<file path="config.mk">
export PLATFORM = sky130hd
export DESIGN_NAME = pc_sequencer
export DESIGN_NICKNAME = d
export VERILOG_FILES = /design/src/rtl/pc_sequencer.sv
export SDC_FILE = /design/constraint.sdc
export NUM_CORES = 1
export LEC_CHECK = 0
export ABC_AREA = 1
export ABC_CLOCK_PERIOD_IN_PS = 7740
export CAP_MARGIN = 20
export CORE_UTILIZATION = 50
export DETAILED_ROUTE_END_ITERATION = 8
export PLACE_DENSITY = 0.73
export REMOVE_ABC_BUFFERS = 1
export SYNTH_ARGS = -nofsm -noshare
export SYNTH_HDL_FRONTEND = slang
export SYNTH_SLANG_ARGS = --single-unit
</file>
<file path="constraint.sdc">
create_clock -name i_Clk -period 7.74 [get_ports i_Clk]
set_input_delay 1.548 -clock i_Clk [delete_from_list [all_inputs] [get_ports i_Clk]]
set_output_delay 1.548 -clock i_Clk [all_outputs]
set_load 0.03 [all_outputs]
</file>
<file path="src/rtl/pc_sequencer.sv">
`default_nettype none
// ============================================================================
// Module   : pc_sequencer
// Brief    : Program-counter sequencer with trap/redirect handling and a
//            circular return-address stack.
// Revision : 1.0 - initial release
// ============================================================================
module pc_sequencer #(
    parameter int          XLEN         = 32,
    parameter logic [31:0] RESET_VECTOR = 32'h0,
    parameter logic [31:0] TRAP_VECTOR  = 32'h100,
    parameter int          RAS_DEPTH    = 4
) (
    input  logic            i_Clk,
    input  logic            i_Rst,
    input  logic            i_Stall,
    input  logic            i_Trap,
    input  logic            i_Redirect,
    input  logic [XLEN-1:0] i_RedirectPC,
    input  logic            i_Push,
    input  logic            i_Pop,
    output logic [XLEN-1:0] o_PC,
    output logic [XLEN-1:0] o_PrevPC,
    output logic            o_Flush,
    output logic            o_Misaligned,
    output logic            o_RasEmpty,
    output logic            o_RasOverflow,
    output logic            o_RasUnderflow
);

    localparam int c_PW = $clog2(RAS_DEPTH);
    localparam int c_CW = c_PW + 1;

    logic [XLEN-1:0] r_pc;
    logic [XLEN-1:0] r_prev_pc;
    logic            r_flush;
    logic            r_misaligned;
    logic            r_overflow;
    logic            r_underflow;
    logic [c_CW-1:0] r_count;
    logic [c_PW-1:0] r_ptr;
    logic [XLEN-1:0] r_ras [RAS_DEPTH];

    logic [XLEN-1:0] w_seq_pc;
    logic [c_PW-1:0] w_top_idx;
    logic            w_empty;
    logic            w_full;
    logic            w_mis;
    logic            w_active;
    logic            w_push;
    logic            w_pop;

    logic [XLEN-1:0] w_pc_nxt;
    logic [XLEN-1:0] w_prev_nxt;
    logic            w_flush_nxt;
    logic            w_mis_nxt;
    logic            w_ovf_nxt;
    logic            w_unf_nxt;
    logic [c_CW-1:0] w_count_nxt;
    logic [c_PW-1:0] w_ptr_nxt;
    logic            w_wr_en;
    logic [c_PW-1:0] w_wr_idx;

    assign w_seq_pc  = r_pc + XLEN'(4);
    assign w_top_idx = r_ptr - c_PW'(1);
    assign w_empty   = (r_count == '0);
    assign w_full    = (r_count == c_CW'(RAS_DEPTH));
    assign w_mis     = i_Redirect && (i_RedirectPC[1:0] != 2'b00);
    assign w_active  = !i_Stall && !i_Trap;
    assign w_push    = w_active && i_Push && !w_mis;
    assign w_pop     = w_active && i_Pop && !i_Redirect;

    always_comb begin
        w_pc_nxt    = r_pc;
        w_prev_nxt  = r_prev_pc;
        w_flush_nxt = 1'b0;
        w_mis_nxt   = 1'b0;
        w_ovf_nxt   = r_overflow;
        w_unf_nxt   = 1'b0;
        w_count_nxt = r_count;
        w_ptr_nxt   = r_ptr;
        w_wr_en     = 1'b0;
        w_wr_idx    = r_ptr;

        if (i_Trap) begin
            w_pc_nxt    = XLEN'(TRAP_VECTOR);
            w_prev_nxt  = r_pc;
            w_flush_nxt = 1'b1;
        end else if (!i_Stall) begin
            w_prev_nxt = r_pc;
            if (i_Redirect) begin
                w_flush_nxt = 1'b1;
                w_mis_nxt   = w_mis;
                w_pc_nxt    = w_mis ? XLEN'(TRAP_VECTOR) : i_RedirectPC;
            end else if (w_pop && !w_empty) begin
                w_pc_nxt    = r_ras[w_top_idx];
                w_flush_nxt = 1'b1;
            end else begin
                w_pc_nxt  = w_seq_pc;
                w_unf_nxt = w_pop;
            end

            // A push paired with a successful pop rewrites the top in place
            if (w_pop && !w_empty) begin
                if (w_push) begin
                    w_wr_en  = 1'b1;
                    w_wr_idx = w_top_idx;
                end else begin
                    w_ptr_nxt   = w_top_idx;
                    w_count_nxt = r_count - c_CW'(1);
                end
            end else if (w_push) begin
                w_wr_en   = 1'b1;
                w_ptr_nxt = r_ptr + c_PW'(1);
                if (w_full) begin
                    w_ovf_nxt = 1'b1;
                end else begin
                    w_count_nxt = r_count + c_CW'(1);
                end
            end
        end
    end

    always_ff @(posedge i_Clk) begin
        if (i_Rst) begin
            r_pc         <= XLEN'(RESET_VECTOR);
            r_prev_pc    <= '0;
            r_flush      <= 1'b0;
            r_misaligned <= 1'b0;
            r_overflow   <= 1'b0;
            r_underflow  <= 1'b0;
            r_count      <= '0;
            r_ptr        <= '0;
        end else begin
            r_pc         <= w_pc_nxt;
            r_prev_pc    <= w_prev_nxt;
            r_flush      <= w_flush_nxt;
            r_misaligned <= w_mis_nxt;
            r_overflow   <= w_ovf_nxt;
            r_underflow  <= w_unf_nxt;
            r_count      <= w_count_nxt;
            r_ptr        <= w_ptr_nxt;
        end
    end

    // Entry storage carries no reset; contents are invisible while empty
    always_ff @(posedge i_Clk) begin
        if (!i_Rst && w_wr_en) begin
            r_ras[w_wr_idx] <= w_seq_pc;
        end
    end

    assign o_PC           = r_pc;
    assign o_PrevPC       = r_prev_pc;
    assign o_Flush        = r_flush;
    assign o_Misaligned   = r_misaligned;
    assign o_RasEmpty     = w_empty;
    assign o_RasOverflow  = r_overflow;
    assign o_RasUnderflow = r_underflow;

endmodule
`default_nettype wire

</file>
=== Word level (Yosys, flattened, before mapping) ===
Memory sizes are Yosys's and may differ from the RTL's.
Index checks and enable logic that the tools add are counted.

* Bits in registers: 73
* RAM bits: 128
* Bits of input ports: 39
* Output and inout bits: 69
* Logic and storage cells: 73
* Memories: 1

* Add/sub/neg operators: 5
* Eq/ne operators: 4
* Mux-type cells: 27
* Bitwise gates (word level): 4
* Reduce and logical (&&, ||, !) cells: 23

{| class="wikitable"
|+ Memories
! memory !! depth !! bits a word !! rd ports !! clocked after Yosys merged registers in !! write ports !! line !! text
|-
| r_ras || 4 || 32 || 1 || 0 || 1 || 42 || <nowiki>logic [XLEN-1:0] r_ras [RAS_DEPTH];</nowiki>
|}

{| class="wikitable"
|+ Operator list
! cell !! number
|-
| 2-to-1 mux 32 bit || 5
|-
| adder 32 x 3 -> 32 bit, second input constant || 1
|-
| 2-to-1 mux 9 bit || 2
|-
| 2-to-1 mux 2 bit || 7
|-
| 2-to-1 mux 3 bit || 4
|-
| AND reduction 5 bit || 2
|-
| 2-to-1 mux 1 bit || 9
|-
| logical AND 1 bit || 8
|-
| zero test 1 bit || 6
|-
| OR reduction 5 bit || 1
|-
| != test 2 x 1 -> 1 bit, second input constant || 2
|-
| inverter 1 bit || 4
|-
| AND reduction 4 bit || 1
|-
| nonzero test 2 bit || 2
|-
| OR reduction 4 bit || 1
|-
| adder 3 x 1 -> 3 bit, second input constant || 1
|-
| == test 3 bit, second input constant || 1
|-
| zero test 3 bit || 1
|-
| subtractor 3 x 1 -> 3 bit, second input constant || 1
|-
| adder 2 x 1 -> 2 bit, second input constant || 1
|-
| != test 2 bit, second input constant || 1
|-
| OR reduction 2 bit || 1
|-
| subtractor 2 x 1 -> 2 bit, second input constant || 1
|}

=== Depth between registers and ports, before layout ===
* Depth after elaboration: 10
* Mapped depth: 12

=== Worst setup path before layout ===
No wires, ideal clock.

* Kind: input -> register
* From: input i_Stall
* To: memory r_ras[0][0] (enable)
* Library setup time: 0.421 ns
* Data arrival time: 3.843 ns
* Required time: 7.319 ns
* Slack: 3.476 ns
* Stages on the path: 10
* Path buffers: 1
* Cell sequence: buf_6 -> clkinv_2 -> nand2_1 -> nor2_2 -> nand2_4 -> inv_4 -> nand2_2 -> xor2_1 -> inv_1 -> nor2_1

* Cells in the longest elaborated chain, start to end: 10
* Elaborated cells between the ends (all ways): 17
* Those cells by class: mux (9); reduce/logical (8)

{| class="wikitable"
|+ RTL lines
! element !! line !! text
|-
| start: declaration || 16 || <nowiki>input logic i_Stall,</nowiki>
|-
| zero test 1 bit || n/a ||
|-
| logical AND 1 bit || 69 || <nowiki>assign w_active = !i_Stall && !i_Trap;</nowiki>
|-
| logical AND 1 bit (2 in a row) || 70 || <nowiki>assign w_push = w_active && i_Push && !w_mis;</nowiki>
|-
| 2-to-1 mux 1 bit || 105, 112 ||
|-
| 2-to-1 mux 1 bit || 89 || <nowiki>end else if (!i_Stall) begin</nowiki>
|-
| 2-to-1 mux 1 bit || 85 || <nowiki>if (i_Trap) begin</nowiki>
|-
| logical AND 1 bit || 148 || <nowiki>if (!i_Rst && w_wr_en) begin</nowiki>
|-
| 2-to-1 mux 1 bit || 148 ||
|-
| 2-to-1 mux 1 bit (implied by the code) || 149 || <nowiki>r_ras[w_wr_idx] <= w_seq_pc;</nowiki>
|-
| end: declaration || 42 ||
|}

Several ways; a longest one is shown, not always the timed one.

=== Worst setup path in the final report ===
* From: input i_Stall
* To: memory r_ras[1][14] (enable)

The elaborated chain is that of the path after synthesis.

==> qor.txt <==
GRT overflow = 0
Max clock buf depth = 3
Initial core utilization = 0.517
Clock sink total = 201
TritonCTS buffer count = 22
Nets = 1,145
PnR worst setup slack = 2.82 ns
Setup repair bufs after CTS = 0
CTS tree = done
Dpl cells = 1,304
Iter 0 DRT Violations = 679
Fin area = 11,000 µm²
Synthesis-to-layout area growth = 21.7%
Period utilization = 0.635
Pwr/cell area = 217 nW/µm²
Core area = 17,500 µm²
DP Area = 10,200 µm²
DR vias/cell = 5.35
Vias in the first global route = 6,792
Clock Pin Slew Worst Setup and Hold Paths = 0.06 ns
Leak = 4.24 nW
Most common cell after layout, fill and taps aside = nand2_1
Hold slack final = 0.464 ns
Synth top area cells = edfxtp_1, nand2_1, dfxtp_1, a21oi_1, nor2_1
Place WS = 2.31 ns
All-layer global routing usage = 0.258
Synth Instances = 1,009
Worst R2R Start = r_ptr[1]$_SDFFE_PP0P_
Avg WL per Cell = 17.4 µm
GR Util met3 = 0.0295
Worst setup path category = in2reg
Warnings from Yosys = 0
Clock tree root buffer cell = clkbuf_16
Worst Reg-to-Reg Cells = 8
Vias = 7,194
Die Height = 136 µm
EDFF count, synth = 128
Hold endpoint = o_PrevPC[8]$_SDFFE_PP0P_
RSZ-0062 raised after global routing = false
Post-CTS Hold Buffers = 0
Syn Area/Cell = 8.95 µm²
IO buf count = 107
First-pass GRT wire length = 36,500 µm
Worst flop-to-flop path endpoint = r_ras[1][14]$_DFFE_PP_
Max Slew Vio Count = 0
Fraction of layout cells with a size suffix above 1 = 0.0867
HPWL after DPL = 14,400 µm
IO Pins = 108
Worst setup EP type = flip-flop
Fillers = 1,458
Die area = 18,600 µm²
Crit-path max FO = 58
Synth unique cells = 37
CP Launch Type = input port
Final Power = 2.38 mW
Max rail drop VDD = 0.141 mV
Commonest non-fill, non-tap cells in the layout = nand2_1, edfxtp_1, clkdlybuf4s50_1, a21oi_1, dfxtp_1
Register area share after synthesis = 0.587
DRT antenna net count = 0
Largest net degree at the start of global routing = 59
Critical Path AT = 5.08 ns
Top-area cell type share of the netlist area = 0.426
Status = completed
Clock skew = 0.0134 ns
H-Tree Depth = 1
Slew @ Worst Pin = 0.874 ns
CTS resizes = 0
Mapped cell area = 9030 µm²
# DRC = 0
Reg2reg setup slack = 4.07 ns
# rows = 48
Gpl congestion = 0.873
GRT busiest layer = met2
Non-Filler Instances = 1,344
Maxcap violations = 0
Synth Flop Type = edfxtp_1
#FFs+latches synth = 201
DIE WIDTH = 136 µm
Async SR Flop Fraction = 0
Final Critical Period = 4.92 ns
Initial antenna violation count = 0
Grt met1 use = 0.354
Worst skew pair latency = 0.50 ns
Synth area leader = edfxtp_1
Final setup TNS = 0 ns
Max_slew headroom = 0.416
WP data required = 7.90 ns
FMAX = 203 MHz
Met2 GRT Util = 0.427
Setup violations, final = 0
Utilization after layout = 0.629
Final hold vios = 0
Worst min-delay path startpoint = o_PrevPC[8]$_SDFFE_PP0P_
Ant. Diodes = 0
Worst Hold Class = reg2reg
Hold Crit Depth = 2
Total Wirelength = 23,400 µm
Drt first pass iters = 5
## report_power, final
part	total (mW)	switching [mW]	internal (mW)
Combinational	0.168	0.106	0.0625
Clock	1.05	0.424	0.628
Sequential	1.16	0.0161	1.15
## worst max-delay path by stage
| stage | from | endpoint | slack [ns] | depth (start not counted) |
|---|---|---|---|---|
| 2_1_floorplan | i_Stall | r_ras[0][0]$_DFFE_PP_ | 3.06 | 9 |
| 3_3_place_gp | i_Stall | r_ras[1][15]$_DFFE_PP_ | 2.50 | 13 |
| 3_5_place_dp | i_Stall | r_ras[1][18]$_DFFE_PP_ | 2.31 | 13 |
| 4_1_cts | i_Stall | r_ras[1][14]$_DFFE_PP_ | 2.79 | 13 |
| 5_1_grt | i_Stall | r_ras[1][11]$_DFFE_PP_ | 2.53 | 13 |
| 6_report | i_Stall | r_ras[1][14]$_DFFE_PP_ | 2.82 | 13 |
## registers in the layout, summed over array words and instances (netlist names), named ones only
signal          flops
o_Flush             1
o_Misaligned        1
o_PC               30
o_PrevPC           32
o_RasOverflow       1
o_RasUnderflow      1
r_count             3
r_ptr               2
r_ras             128
## layout make-up
cell class | count | area (µm²) | share of cell area
Sequential cell | 201 | 5310 | 0.483
Multi-Input combinational cell | 705 | 3290 | 0.300
Timing Repair Buffer | 117 | 1160 | 0.106
Clock buffer | 26 | 607 | 0.0552
Tap cell | 225 | 282 | 0.0256
Inverter | 57 | 218 | 0.0198
Clock inverter | 13 | 128 | 0.0116
## metal layers
layer / vias to the layer above / share of wire
met5: - / 0
met4: 0 / 0.015
li1: 3500 / -
met2: 267 / 0.48
met3: 31 / 0.066
met1: 3396 / 0.43
## cell usage after synthesis, types with 2 or more instances
cell and count:
a21oi_1 88, edfxtp_1 128, nand3b_1 10, xnor2_1 3
inv_2 6, buf_6 2, o211ai_1 2, clkbuf_1 20
and2_1 3, nand2_2 9, inv_1 48, a31oi_1 2
nand2_1 404, nor2_1 57, nand4_1 4, nand3_1 36
buf_2 15, buf_4 5, xor2_1 6, o21ai_0 35
a211oi_1 11, xor2_2 8, a22oi_1 2, buf_1 4
dfxtp_1 73, nor2_2 7, nand2_4 3, nor2_4 9
## cells by family after synthesis
logic type / Yosys count / synth area share
xor+xnor: 17 / 0.0231
compound gates: 142 / 0.0833
simple gates: 544 / 0.254
fa+ha+maj: 2 / 0.00360
buf+inv: 103 / 0.0490
flops: 201 / 0.587
## critical path, stage by stage
cell	delay, ns
clkdlybuf4s50_1	0.58
clkinv_2	0.66
nand2_1	0.16
nor2_2	0.21
nand2_4	0.10
inv_4	0.35
nand2_2	0.18
nand2_1	0.09
o21ai_1	0.08
inv_1	0.08
nand2_1	0.08
nor2_2	0.49
buf_4	0.44
(Power assumes the default switching activity.)
